File: src/rtl/wb_stage_if.sv
// Bus bundle for the writeback stage: execute handshake, load port and register-file write port.
// The stage itself uses the slave view; the execute/memory environment uses the master view.
interface wb_stage_if;
    logic        in_valid;
    logic        in_ready;
    logic [15:0] in_alu;
    logic [15:0] in_pc;
    logic [15:0] in_imm;
    logic [1:0]  in_sel;
    logic [2:0]  in_rd;
    logic        in_we;
    logic        mem_req;
    logic [15:0] mem_addr;
    logic        mem_ack;
    logic [15:0] mem_rdata;
    logic        rf_we;
    logic [2:0]  rf_waddr;
    logic [15:0] rf_wdata;
    logic        err;
    logic        busy;

    modport slave (
        input  in_valid, in_alu, in_pc, in_imm, in_sel, in_rd, in_we, mem_ack, mem_rdata,
        output in_ready, mem_req, mem_addr, rf_we, rf_waddr, rf_wdata, err, busy
    );

    modport master (
        output in_valid, in_alu, in_pc, in_imm, in_sel, in_rd, in_we, mem_ack, mem_rdata,
        input  in_ready, mem_req, mem_addr, rf_we, rf_waddr, rf_wdata, err, busy
    );
endinterface

File: src/rtl/wb_stage.sv
// Writeback stage: selects ALU/load/PC+2/immediate, sequences one load read with timeout,
// and drives the register-file write port for exactly one cycle per instruction.
//
// state | meaning
// IDLE  | no instruction held, ready to accept
// MEM   | load request outstanding, counting toward TIMEOUT
// WB    | register-file write cycle; may accept the next instruction
module wb_stage #(
    parameter int TIMEOUT = 15,
    parameter bit ZERO_R0 = 1'b1
) (
    input logic       clk,
    input logic       rst_n,
    wb_stage_if.slave bus
);

    typedef enum logic [1:0] {
        ST_IDLE = 2'd0,
        ST_MEM  = 2'd1,
        ST_WB   = 2'd2
    } state_e;

    localparam logic [7:0] CNT_LAST = 8'(TIMEOUT - 1);

    state_e      state_q, state_d;
    logic [7:0]  cnt_q, cnt_d;
    logic [15:0] alu_q, alu_d;
    logic [15:0] pc_q, pc_d;
    logic [15:0] imm_q, imm_d;
    logic [1:0]  sel_q, sel_d;
    logic [2:0]  rd_q, rd_d;
    logic        we_q, we_d;
    logic [15:0] ldata_q, ldata_d;
    logic        tout_q, tout_d;

    logic        ready;
    logic        accept;
    logic [15:0] wb_value;

    assign ready  = rst_n && (state_q == ST_IDLE || state_q == ST_WB);
    assign accept = bus.in_valid && ready;

    always_comb begin
        state_d = state_q;
        cnt_d   = cnt_q;
        alu_d   = alu_q;
        pc_d    = pc_q;
        imm_d   = imm_q;
        sel_d   = sel_q;
        rd_d    = rd_q;
        we_d    = we_q;
        ldata_d = ldata_q;
        tout_d  = tout_q;

        if (state_q == ST_MEM) begin
            cnt_d = cnt_q + 8'd1;
            // Ack has priority over a timeout landing on the same cycle.
            if (bus.mem_ack) begin
                ldata_d = bus.mem_rdata;
                tout_d  = 1'b0;
                cnt_d   = 8'd0;
                state_d = ST_WB;
            end else if (cnt_q == CNT_LAST) begin
                ldata_d = 16'hFFFF;
                tout_d  = 1'b1;
                cnt_d   = 8'd0;
                state_d = ST_WB;
            end
        end else if (accept) begin
            alu_d   = bus.in_alu;
            pc_d    = bus.in_pc;
            imm_d   = bus.in_imm;
            sel_d   = bus.in_sel;
            rd_d    = bus.in_rd;
            we_d    = bus.in_we;
            tout_d  = 1'b0;
            cnt_d   = 8'd0;
            state_d = (bus.in_sel == 2'b01) ? ST_MEM : ST_WB;
        end else begin
            state_d = ST_IDLE;
        end
    end

    always_ff @(posedge clk) begin
        if (!rst_n) begin
            state_q <= ST_IDLE;
            cnt_q   <= 8'd0;
            alu_q   <= 16'd0;
            pc_q    <= 16'd0;
            imm_q   <= 16'd0;
            sel_q   <= 2'd0;
            rd_q    <= 3'd0;
            we_q    <= 1'b0;
            ldata_q <= 16'd0;
            tout_q  <= 1'b0;
        end else begin
            state_q <= state_d;
            cnt_q   <= cnt_d;
            alu_q   <= alu_d;
            pc_q    <= pc_d;
            imm_q   <= imm_d;
            sel_q   <= sel_d;
            rd_q    <= rd_d;
            we_q    <= we_d;
            ldata_q <= ldata_d;
            tout_q  <= tout_d;
        end
    end

    always_comb begin
        wb_value = alu_q;
        case (sel_q)
            2'b00:   wb_value = alu_q;
            2'b01:   wb_value = ldata_q;
            2'b10:   wb_value = pc_q + 16'd2;
            default: wb_value = imm_q;
        endcase
    end

    always_comb begin
        bus.in_ready = ready;
        bus.mem_req  = 1'b0;
        bus.mem_addr = 16'd0;
        bus.rf_we    = 1'b0;
        bus.rf_waddr = 3'd0;
        bus.rf_wdata = 16'd0;
        bus.err      = 1'b0;
        bus.busy     = 1'b0;
        if (state_q == ST_MEM) begin
            bus.mem_req  = 1'b1;
            bus.mem_addr = alu_q;
            bus.busy     = 1'b1;
        end else if (state_q == ST_WB) begin
            bus.rf_we    = we_q && !(ZERO_R0 && rd_q == 3'd0);
            bus.rf_waddr = rd_q;
            bus.rf_wdata = wb_value;
            bus.err      = tout_q;
            bus.busy     = 1'b1;
        end
    end

endmodule

File: src/flat_wrapper.sv
// flat-port wrapper written by rule: the top's interface ports become plain ports
module wb_stage_flat 
#(
    parameter int TIMEOUT = 15,
    parameter bit ZERO_R0 = 1'b1
)
  (clk, rst_n, bus_in_valid, bus_in_alu, bus_in_pc, bus_in_imm, bus_in_sel, bus_in_rd, bus_in_we, bus_mem_ack, bus_mem_rdata, bus_in_ready, bus_mem_req, bus_mem_addr, bus_rf_we, bus_rf_waddr, bus_rf_wdata, bus_err, bus_busy);
  wb_stage_if bus_i ();
  input logic clk;
  input logic rst_n;
  input wire logic [$bits(bus_i.in_valid)-1:0] bus_in_valid;
  input wire logic [$bits(bus_i.in_alu)-1:0] bus_in_alu;
  input wire logic [$bits(bus_i.in_pc)-1:0] bus_in_pc;
  input wire logic [$bits(bus_i.in_imm)-1:0] bus_in_imm;
  input wire logic [$bits(bus_i.in_sel)-1:0] bus_in_sel;
  input wire logic [$bits(bus_i.in_rd)-1:0] bus_in_rd;
  input wire logic [$bits(bus_i.in_we)-1:0] bus_in_we;
  input wire logic [$bits(bus_i.mem_ack)-1:0] bus_mem_ack;
  input wire logic [$bits(bus_i.mem_rdata)-1:0] bus_mem_rdata;
  output wire logic [$bits(bus_i.in_ready)-1:0] bus_in_ready;
  output wire logic [$bits(bus_i.mem_req)-1:0] bus_mem_req;
  output wire logic [$bits(bus_i.mem_addr)-1:0] bus_mem_addr;
  output wire logic [$bits(bus_i.rf_we)-1:0] bus_rf_we;
  output wire logic [$bits(bus_i.rf_waddr)-1:0] bus_rf_waddr;
  output wire logic [$bits(bus_i.rf_wdata)-1:0] bus_rf_wdata;
  output wire logic [$bits(bus_i.err)-1:0] bus_err;
  output wire logic [$bits(bus_i.busy)-1:0] bus_busy;
  assign bus_i.in_valid = bus_in_valid;
  assign bus_i.in_alu = bus_in_alu;
  assign bus_i.in_pc = bus_in_pc;
  assign bus_i.in_imm = bus_in_imm;
  assign bus_i.in_sel = bus_in_sel;
  assign bus_i.in_rd = bus_in_rd;
  assign bus_i.in_we = bus_in_we;
  assign bus_i.mem_ack = bus_mem_ack;
  assign bus_i.mem_rdata = bus_mem_rdata;
  assign bus_in_ready = bus_i.in_ready;
  assign bus_mem_req = bus_i.mem_req;
  assign bus_mem_addr = bus_i.mem_addr;
  assign bus_rf_we = bus_i.rf_we;
  assign bus_rf_waddr = bus_i.rf_waddr;
  assign bus_rf_wdata = bus_i.rf_wdata;
  assign bus_err = bus_i.err;
  assign bus_busy = bus_i.busy;
  wb_stage #(.TIMEOUT(TIMEOUT), .ZERO_R0(ZERO_R0)) u_core (.clk(clk), .rst_n(rst_n), .bus(bus_i));
endmodule
File: config.mk
export PLATFORM = sky130hd
export DESIGN_NAME = wb_stage_flat
export DESIGN_NICKNAME = d
export VERILOG_FILES = /design/src/rtl/wb_stage_if.sv /design/src/rtl/wb_stage.sv /design/src/flat_wrapper.sv
export SDC_FILE = /design/constraint.sdc
export NUM_CORES = 1
export LEC_CHECK = 0
export ABC_AREA = 1
export CORE_ASPECT_RATIO = 1.5
export CORE_MARGIN = 1
export CORE_UTILIZATION = 43
export CTS_CLUSTER_SIZE = 20
export DETAILED_ROUTE_END_ITERATION = 6
export PLACE_DENSITY_LB_ADDON = 0.12
export SLEW_MARGIN = 25
export SYNTH_ARGS = -nofsm -noshare
export SYNTH_HDL_FRONTEND = slang
export SYNTH_SLANG_ARGS = --single-unit
File: constraint.sdc
create_clock -name clk -period 1.99 [get_ports clk]
set_clock_uncertainty 0.15 [all_clocks]
set_input_delay 0.199 -clock clk [delete_from_list [all_inputs] [get_ports clk]]
set_output_delay 0.199 -clock clk [all_outputs]
set_load 0.05 [all_outputs]
==> results of run 1 <==
what timing repair did:
action,4_1_cts,5_1_grt
hold buffers,0,0
pin swaps,16,12
endpoints found under the setup margin,56,66
gates resized for setup,75,45
setup buffers,10,8
gates cloned,3,3
placed cells by master, fill, tap and decap left out, types with 13 or more instances in the layout:
| cell type | netlist | layout |
|---|---|---|
| clkinvlp_4 | 0 | 16 |
| nand4_1 | 13 | 13 |
| dfxtp_1 | 81 | 70 |
| buf_12 | 5 | 38 |
| a21oi_1 | 55 | 44 |
| nand3_1 | 25 | 16 |
| nor3_1 | 53 | 53 |
| buf_4 | 1 | 42 |
| inv_1 | 63 | 40 |
| o21ai_1 | 44 | 52 |
| nand2_1 | 72 | 58 |
| clkdlybuf4s50_1 | 0 | 72 |
| nor2_1 | 72 | 65 |
| o21ai_0 | 53 | 38 |
final timing paths:
path                            slack [ns]  cells past startpoint              start           endpoint
worst max register to register        0.02                     10  u_core.state_q[0]    u_core.alu_q[4]
worst min-delay path                  0.14                      4              rst_n  u_core.state_q[1]
worst max-delay path                 -0.14                      8     u_core.pc_q[1]    bus_rf_wdata[9]
worst min register to register        0.31                      2  u_core.ldata_q[1]  u_core.ldata_q[1]
critical path: cells and delay by family (launching register included):
kind,cells,cell delay (ns)
flip-flops,1,0.37
AO/OA/AOI/OAI,2,0.39
buffers and inverters,1,0.15
adder cells (fa/ha/maj),1,0.15
AND/OR/NAND/NOR,4,0.38
stage by stage:
stage	cells	setup WS, ns
global route	864	-0.2060
global placement	824	-0.2522
CTS	853	-0.1037
floorplan	606	0.01209
detailed placement	825	-0.1254
finish	864	-0.1396
flip-flops by register name (all words and copies together), names as in the netlist:
signal          cells
u_core.sel_q        2
u_core.tout_q       1
u_core.alu_q       16
u_core.state_q      2
u_core.ldata_q     16
u_core.pc_q        16
u_core.rd_q         3
u_core.imm_q       16
u_core.we_q         1
u_core.cnt_q        8
kinds of logic (layout without fill, tap and decap cells):
| family | count (synthesis) | after routing |
|---|---|---|
| AOI/OAI and AO/OA | 167 | 167 |
| DFF | 81 | 81 |
| buffers and inverters | 104 | 249 |
| and+or+nand+nor | 246 | 247 |
| adders and majority gates | 6 | 6 |
| xor gates and xnor gates | 2 | 2 |
area by class of cell:
| class | instances | area, um2 | area share [%] |
|---|---|---|---|
| clock buffers | 13 | 270.3 | 3.855 |
| clock inverters | 2 | 60.06 | 0.8567 |
| inverters | 68 | 329.1 | 4.694 |
| multi-input cells | 422 | 2507 | 35.77 |
| flip-flops and latches | 81 | 1645 | 23.47 |
| well taps | 112 | 140.1 | 1.999 |
| repair buffers | 166 | 2058 | 29.36 |
report_power, final:
group          switching, mW  internal (mW)  leakage (nW)
logic                  0.387          0.355          1.93
clock network          0.640           1.20         0.162
registers             0.0885           1.71         0.668
total                   1.12           3.26          2.76
per-layer routing:
metal  wire [um]  GRT usage (%)
met5           0              0
met4         634          15.63
met3         717          4.649
met2        7957          53.28
met1        5647          32.61
==> results_dict.tcl, run 1 <==
set metrics [dict create \
    status "finished, violations left" \
    violations "negative setup slack" \
    syn_inst 606 \
    setup_viol 14 \
    start_util_pct 44.89 \
    numPortBuffers 113 \
    worst_pin_slew_ns 0.6418 \
    syn_avg_cell_area_um2 6.935 \
    drv_slew 0 \
    synth_fp_nets 686 \
    cts_tree "built" \
    wl_mm 14.96 \
    drtPass1Iterations 5 \
    grt_pass1_vias 4654 \
    cts_htree_levels 3 \
    die_y_um 123.1 \
    muxShareOfSynthArea_pct 0 \
    p_per_area_nw_per_um2 624.0 \
    drc 0 \
    grt_use_total_pct 29.70 \
    ys.flop_type "dfxtp_1" \
    holdWs_ns 0.1444 \
    ys_seq_elements 81 \
    synth_edf_count 0 \
    layout-drive-gt1-share_pct 28.72 \
    syn_area_um2 4203 \
    hold_path.class "in2reg" \
    rsz0062_at_grt "yes" \
    fin_setup_tns_ns -1.084 \
    ant_nets 0 \
    clkTransAtPathRegs_ns 0.06 \
    die_w_um 82.72 \
    worst-path-max-fanout 4 \
    maxCapViolCount 0 \
    placementRows 43 \
    postPlaceCellArea_um2 6037 \
    diodes 0 \
    maxSlewHeadroom_pct 57.21 \
    grt_pass1_wl_mm 22.34 \
    crit_slowest_cell "dfxtp_4" \
    yosysMostFrequentCell "dfxtp_1" \
    synth_top_area_share_pct 38.58 \
    fmax_mhz 469.6 \
    antenna_found_initial 0 \
    layout_min_cycle_time_ns 2.130 \
    max_stage_delay_ns 0.37 \
    fill_cells 712 \
    clk_latency_ns 0.33 \
    cp-end-kind "primary output" \
    max-clock-path-buffers 2 \
    synth_top_family_by_area "simple AND/OR/NAND/NOR gates" \
    numCtsBuffers 9 \
    ys_types 35 \
    synth_warnings 0 \
    wire_per_inst_um 17.31 \
    path_class "reg2out" \
    core_um2 9361 \
    crit_chain "ha_4 -> nand2_2 -> nor2_4 -> nand2_2 -> o21bai_1 -> nand3_2 -> a21oi_4 -> buf_12" \
    post-route-period-util_pct 107.0 \
    peakVddDrop_mv 0.4972 \
    viasPerCell 5.532 \
    grt_max_degree 73 \
    synthTopCellsByCount "dfxtp_1 (81), nand2_1 (72), nor2_1 (72), inv_1 (63), a21oi_1 (55)" \
    syn_to_final_growth_pct 66.81 \
    synthAdderAreaFrac_pct 1.786 \
    power_mw 4.375 \
    start_kind "flop" \
    die_area_um2 10180 \
    fin_util_pct 74.89 \
    dpl.hpwl_mm 9.701 \
    synth_compound_area_share_pct 20.87 \
    synth_top_area_cell "dfxtp_1" \
    arrival_ns 1.78 \
    fin_ws_ns -0.1396 \
    cpMostUsedCell "nand2_2" \
    design_area_um2 7010 \
    fin_nets 828 \
    synthSimpleGateAreaFrac_pct 26.23 \
    ys_seq_area_share_pct 38.58 \
    gp_congestion 0.8739 \
    async_flop_share_pct 0 \
    required_ns 1.64 \
    pin_count 114 \
    hold_viol 0 \
    ys_top_cells_by_area "dfxtp_1 (39%), a21oi_1 (6.5%), nand2_1 (6.4%), nor2_1 (6.4%), nor3_1 (6.3%)" \
    synth-xor-area-share_pct 0.4168 \
    clock-sinks 81 \
    leakagePower_nw 2.759 \
    grt.overflow.total 0 \
    cts-root-buf "clkbuf_16" \
    num_vias 4780 \
    drt_iter0_drc 329 \
]
Power figures use the tool's default switching activity.
==> inputs of run 2 (changes only) <==
CORE_MARGIN = 2   (was 1)
SLEW_MARGIN = 5   (was 25)
clock period = 1.75 ns   (was 1.99 ns; I/O delays follow)
==> results_dict.tcl, run 2 (synthesis gave the netlist of run 1 again) <==
set metrics [dict create \
    status "finished, violations left" \
    violations "negative setup slack" \
    layout_min_cycle_time_ns 2.128 \
    hold_start "rst_n" \
    clock-sinks 81 \
    wl_mm 18.47 \
    cts_htree_levels 3 \
    num_vias 5202 \
    setup_viol 115 \
    drtPass1Iterations 5 \
    peakVddDrop_mv 0.6273 \
    max-clock-path-buffers 2 \
    wire_per_inst_um 20.68 \
    cts_tree "built" \
    cts_hold_buf 0 \
    post-route-period-util_pct 121.6 \
    diodes 0 \
    final_cell_mix "clkdlybuf4s50_1 (72), dfxtp_1 (72), nor2_1 (64), buf_12 (45), nand2_1 (41)" \
    required_ns 1.42 \
    drt_iter0_drc 472 \
    reg2reg_depth 11 \
    hold_viol 0 \
    p_per_area_nw_per_um2 635.4 \
    numCtsBuffers 9 \
    hold_path.class "in2reg" \
    die_y_um 125.1 \
    grt_use_total_pct 31.52 \
    hold_depth 3 \
    grt.overflow.total 0 \
    leakagePower_nw 3.146 \
    grt_pass1_wl_mm 26.10 \
    clkTransAtPathRegs_ns 0.07 \
    worstReg2RegEnd "u_core.cnt_q[2]" \
    placementRows 44 \
    worst_pin_slew_ns 0.4951 \
    syn_to_final_growth_pct 90.41 \
    worst-path-max-fanout 4 \
    power_mw 5.085 \
    numPortBuffers 113 \
    viasPerCell 5.825 \
    fin_ws_ns -0.3782 \
    whs_endpoint "u_core.cnt_q[1]" \
    path_class "reg2out" \
    start_util_pct 43.87 \
    core_um2 9579 \
    grt_pass1_vias 5132 \
    fmax_mhz 469.9 \
    maxCapViolCount 0 \
    fin_setup_tns_ns -12.25 \
    crit_path_start "u_core.pc_q[2]" \
    worstReg2RegStart "u_core.state_q[1]" \
    rsz0062_at_grt "yes" \
    grt_max_degree 73 \
    fin_nets 854 \
    dpl.hpwl_mm 10.10 \
    r2r_slack_ns -0.15 \
    die_area_um2 10600 \
    drc 0 \
    layout-drive-gt1-share_pct 41.52 \
    antenna_found_initial 0 \
    start_kind "flop" \
    cts-root-buf "clkbuf_16" \
    gp_congestion 0.8683 \
    pin_count 114 \
    cp-end-kind "primary output" \
    drv_slew 0 \
    arrival_ns 1.80 \
    die_w_um 84.72 \
    clk_latency_ns 0.35 \
    maxSlewHeadroom_pct 67.00 \
    ant_nets 0 \
]
run 2: worst max-delay path, stage by stage, from the launching register on:
cell	delay, ns
dfxtp_4	0.36
ha_4	0.16
nand2_4	0.05
nor2_4	0.15
nand2_2	0.09
o21bai_1	0.18
nand3_2	0.13
a21oi_4	0.18
buf_12	0.15
run 2: worst max-delay path by stage:
| stage | to | cells past startpoint | slack, ns |
|---|---|---|---|
| floorplan | bus_rf_wdata[10] | 7 | -0.02 |
| global placement | bus_rf_wdata[11] | 8 | -0.05 |
| detailed placement | bus_rf_wdata[11] | 8 | -0.07 |
| CTS | bus_rf_wdata[13] | 8 | -0.31 |
| global route | bus_rf_wdata[9] | 8 | -0.42 |
| finish | bus_rf_wdata[9] | 8 | -0.38 |
run 2: through the flow:
| stage | hold WS, ns | instance area, um2 | instances | utilization [%] | setup slack (ns) |
|---|---|---|---|---|---|
| 2_1_floorplan | 0.1668 | 4556 | 606 | - | -0.02477 |
| 3_3_place_gp | 0.2956 | 6359 | 847 | 66.38 | -0.04924 |
| 3_5_place_dp | 0.2920 | 6359 | 847 | 66.38 | -0.07000 |
| 4_1_cts | 0.01562 | 7556 | 888 | 78.88 | -0.3117 |
| 5_1_grt | 0.03220 | 8003 | 893 | 83.54 | -0.4220 |
| 6_report | 0.01875 | 8003 | 893 | 83.54 | -0.3782 |
run 2: repair_timing:
item                                    4_1_cts  5_1_grt
cloned                                       10        5
setup buffers                                17        5
pin swaps                                    38       28
endpoints found under the hold margin         0        0
endpoints found under the setup margin       65      120
resized for setup                           147      107
run 2: layout make-up:
type,instances,area [um2]
Timing Repair Buffer,193,2629
Sequential cell,81,1643
Multi-Input combinational cell,421,2965
Inverter,68,335.3
Tap cell,115,143.9
Clock buffer,10,229.0
Clock inverter,5,57.56
Fill cell,522,1577
run 2: per-layer routing:
metal | up-vias | track usage, % | routed length (um)
met5 | - | 0 | 0
met4 | 0 | 15.13 | 929
met3 | 81 | 6.073 | 1102
met2 | 271 | 58.96 | 9940
met1 | 2474 | 32.95 | 6497
li1 | 2376 | - | -
run 2: where the power goes:
group | total (mW) | internal [mW] | leakage, nW | switching [mW]
clock | 1.91 | 1.10 | 0.131 | 0.816
combinational | 1.10 | 0.549 | 2.35 | 0.553
sequential | 2.07 | 1.94 | 0.668 | 0.129
total | 5.08 | 3.59 | 3.15 | 1.50
==> inputs of run 3 (changes only) <==
CELL_PAD_IN_SITES_DETAIL_PLACEMENT = 2   (was default)
CELL_PAD_IN_SITES_GLOBAL_PLACEMENT = 2   (was default)
CORE_UTILIZATION = 23   (was 43)
GPL_TIMING_DRIVEN = 0   (was default)
==> results_dict.tcl, run 3 (synthesis gave the netlist of run 1 again) <==
set metrics [dict create \
    viasPerCell 5.058 \
    cpMostUsedCell "buf_6" \
    cp-end-kind "flop" \
    p_per_area_nw_per_um2 661.9 \
    layout_min_cycle_time_ns 2.219 \
    path_class "reg2reg" \
    drt_iter0_drc 116 \
    worst-path-max-fanout 5 \
    fin_util_pct 45.88 \
    regArea_um2 1652 \
    fin_ws_ns -0.4692 \
    max-clock-path-buffers 2 \
    ant_nets 0 \
    maxCapViolCount 0 \
    fmax_mhz 450.6 \
    num_vias 5073 \
    fin_nets 861 \
    status "finished, violations left" \
    final_common_cell "clkdlybuf4s50_1" \
    drc 0 \
    die_y_um 169.6 \
    cts_htree_levels 3 \
    grt_max_degree 14 \
    antenna_found_initial 0 \
    start_util_pct 23.42 \
    drtPass1Iterations 4 \
    grt.overflow.total 0 \
    peakVddDrop_mv 0.4390 \
    grt_pass1_wl_mm 29.47 \
    required_ns 1.88 \
    diodes 0 \
    grt_use_total_pct 19.99 \
    placementRows 60 \
    core_um2 17940 \
    die_w_um 114.4 \
    clk_latency_ns 0.36 \
    cts_tree "built" \
    crit_slowest_cell "dfxtp_4" \
    maxSlewHeadroom_pct 32.11 \
    max_stage_delay_ns 0.39 \
    worst_pin_slew_ns 1.018 \
    start_kind "flop" \
    dpl.hpwl_mm 14.17 \
    leakagePower_nw 3.136 \
    fill_cells 1911 \
    grt_pass1_vias 5378 \
    crit_chain "inv_4 -> ha_4 -> buf_12 -> buf_6 -> buf_6 -> buf_6 -> buf_12 -> nor2_4 -> buf_6 -> buf_16 -> clkbuf_16 -> o21ai_2 -> nor2_1" \
    multiInputGateArea_um2 3316 \
    die_area_um2 19390 \
    arrival_ns 2.35 \
    layout-drive-gt1-share_pct 48.35 \
    wl_mm 23.06 \
    gp_congestion 0.7949 \
    final_cell_mix "clkdlybuf4s50_1 (72), dfxtp_1 (67), nor2_1 (57), o21ai_2 (51), nand2_1 (43)" \
    place_inst 935 \
    numCtsBuffers 9 \
    setup_viol 119 \
    fin_setup_tns_ns -38.53 \
    post-route-period-util_pct 126.8 \
    hold_path.class "in2reg" \
    fin_cells 1003 \
    hold_viol 0 \
    clock-sinks 81 \
    pin_count 114 \
    violations "negative setup slack" \
    clkTransAtPathRegs_ns 0.07 \
    rsz0062_at_grt "yes" \
    numPortBuffers 112 \
    syn_to_final_growth_pct 95.86 \
    wire_per_inst_um 22.99 \
    drv_slew 0 \
    cts-root-buf "clkbuf_16" \
]
-- run 3: path summary, 6_finish.rpt --
check / start / slack [ns] / cells past startpoint / end
worst min register to register: u_core.ldata_q[15] / 0.33 / 2 / u_core.ldata_q[15]
worst max-delay path: u_core.state_q[1] / -0.47 / 13 / u_core.imm_q[1]
worst max register to register: u_core.state_q[1] / -0.47 / 13 / u_core.imm_q[1]
worst min-delay path: rst_n / 0.006 / 3 / u_core.cnt_q[4]
-- run 3: where the power goes --
group	internal [mW]	switching, mW	total, mW
combinational	0.537	0.613	1.15
sequential	1.94	0.159	2.10
clock	1.33	0.866	2.20
-- run 3: timing repair --
action	in CTS	in global routing
hold buffers	0	1
setup endpoints to repair	96	119
gates resized for setup	402	241
cloned	7	6
pin swaps	16	73
endpoints found under the hold margin	0	1
setup buffers	17	23
-- run 3: layer usage --
| layer | vias up | part of all wire [%] | global-route usage [%] |
|---|---|---|---|
| met4 | 0 | 4.3 | 5.567 |
| met2 | 110 | 57 | 39.67 |
| met3 | 46 | 2.5 | 1.893 |
| met1 | 2516 | 36 | 22.02 |
| met5 | - | 0 | 0 |
| li1 | 2401 | - | - |
-- run 3: cell type report --
cell class                 instances  area share, %
buffer                            35          4.438
clock buffer                      12          3.116
clock inverter                     4         0.9120
inverter                          68          4.180
multi-input combinational        423          40.28
sequential                        81          20.06
tap                              217          3.298
timing repair buffer             163          23.71
-- run 3: per-stage QoR --
stage | worst slack [ns] | total power, mW | cell area [um2] | hold WS [ns]
final | -0.4692 | 5.448 | 8232 | 0.005962
after global routing | -0.5144 | 5.649 | 8232 | 0.02267
after CTS | -0.4043 | 5.146 | 7024 | 0.01718
after detailed placement | -0.8977 | 2.839 | 5948 | 0.3091
after global placement | -0.8612 | 2.817 | 5948 | 0.2947
after floorplan | -0.02477 | 2.465 | 4556 | 0.1668
-- run 3: worst max-delay path, delay by kind of cell (launching register included) --
kind	cells	cell delay [ns]
flops	1	0.39
fa+ha+maj	1	0.16
buf+inv	9	1.08
simple gates	2	0.30
compound gates	1	0.06
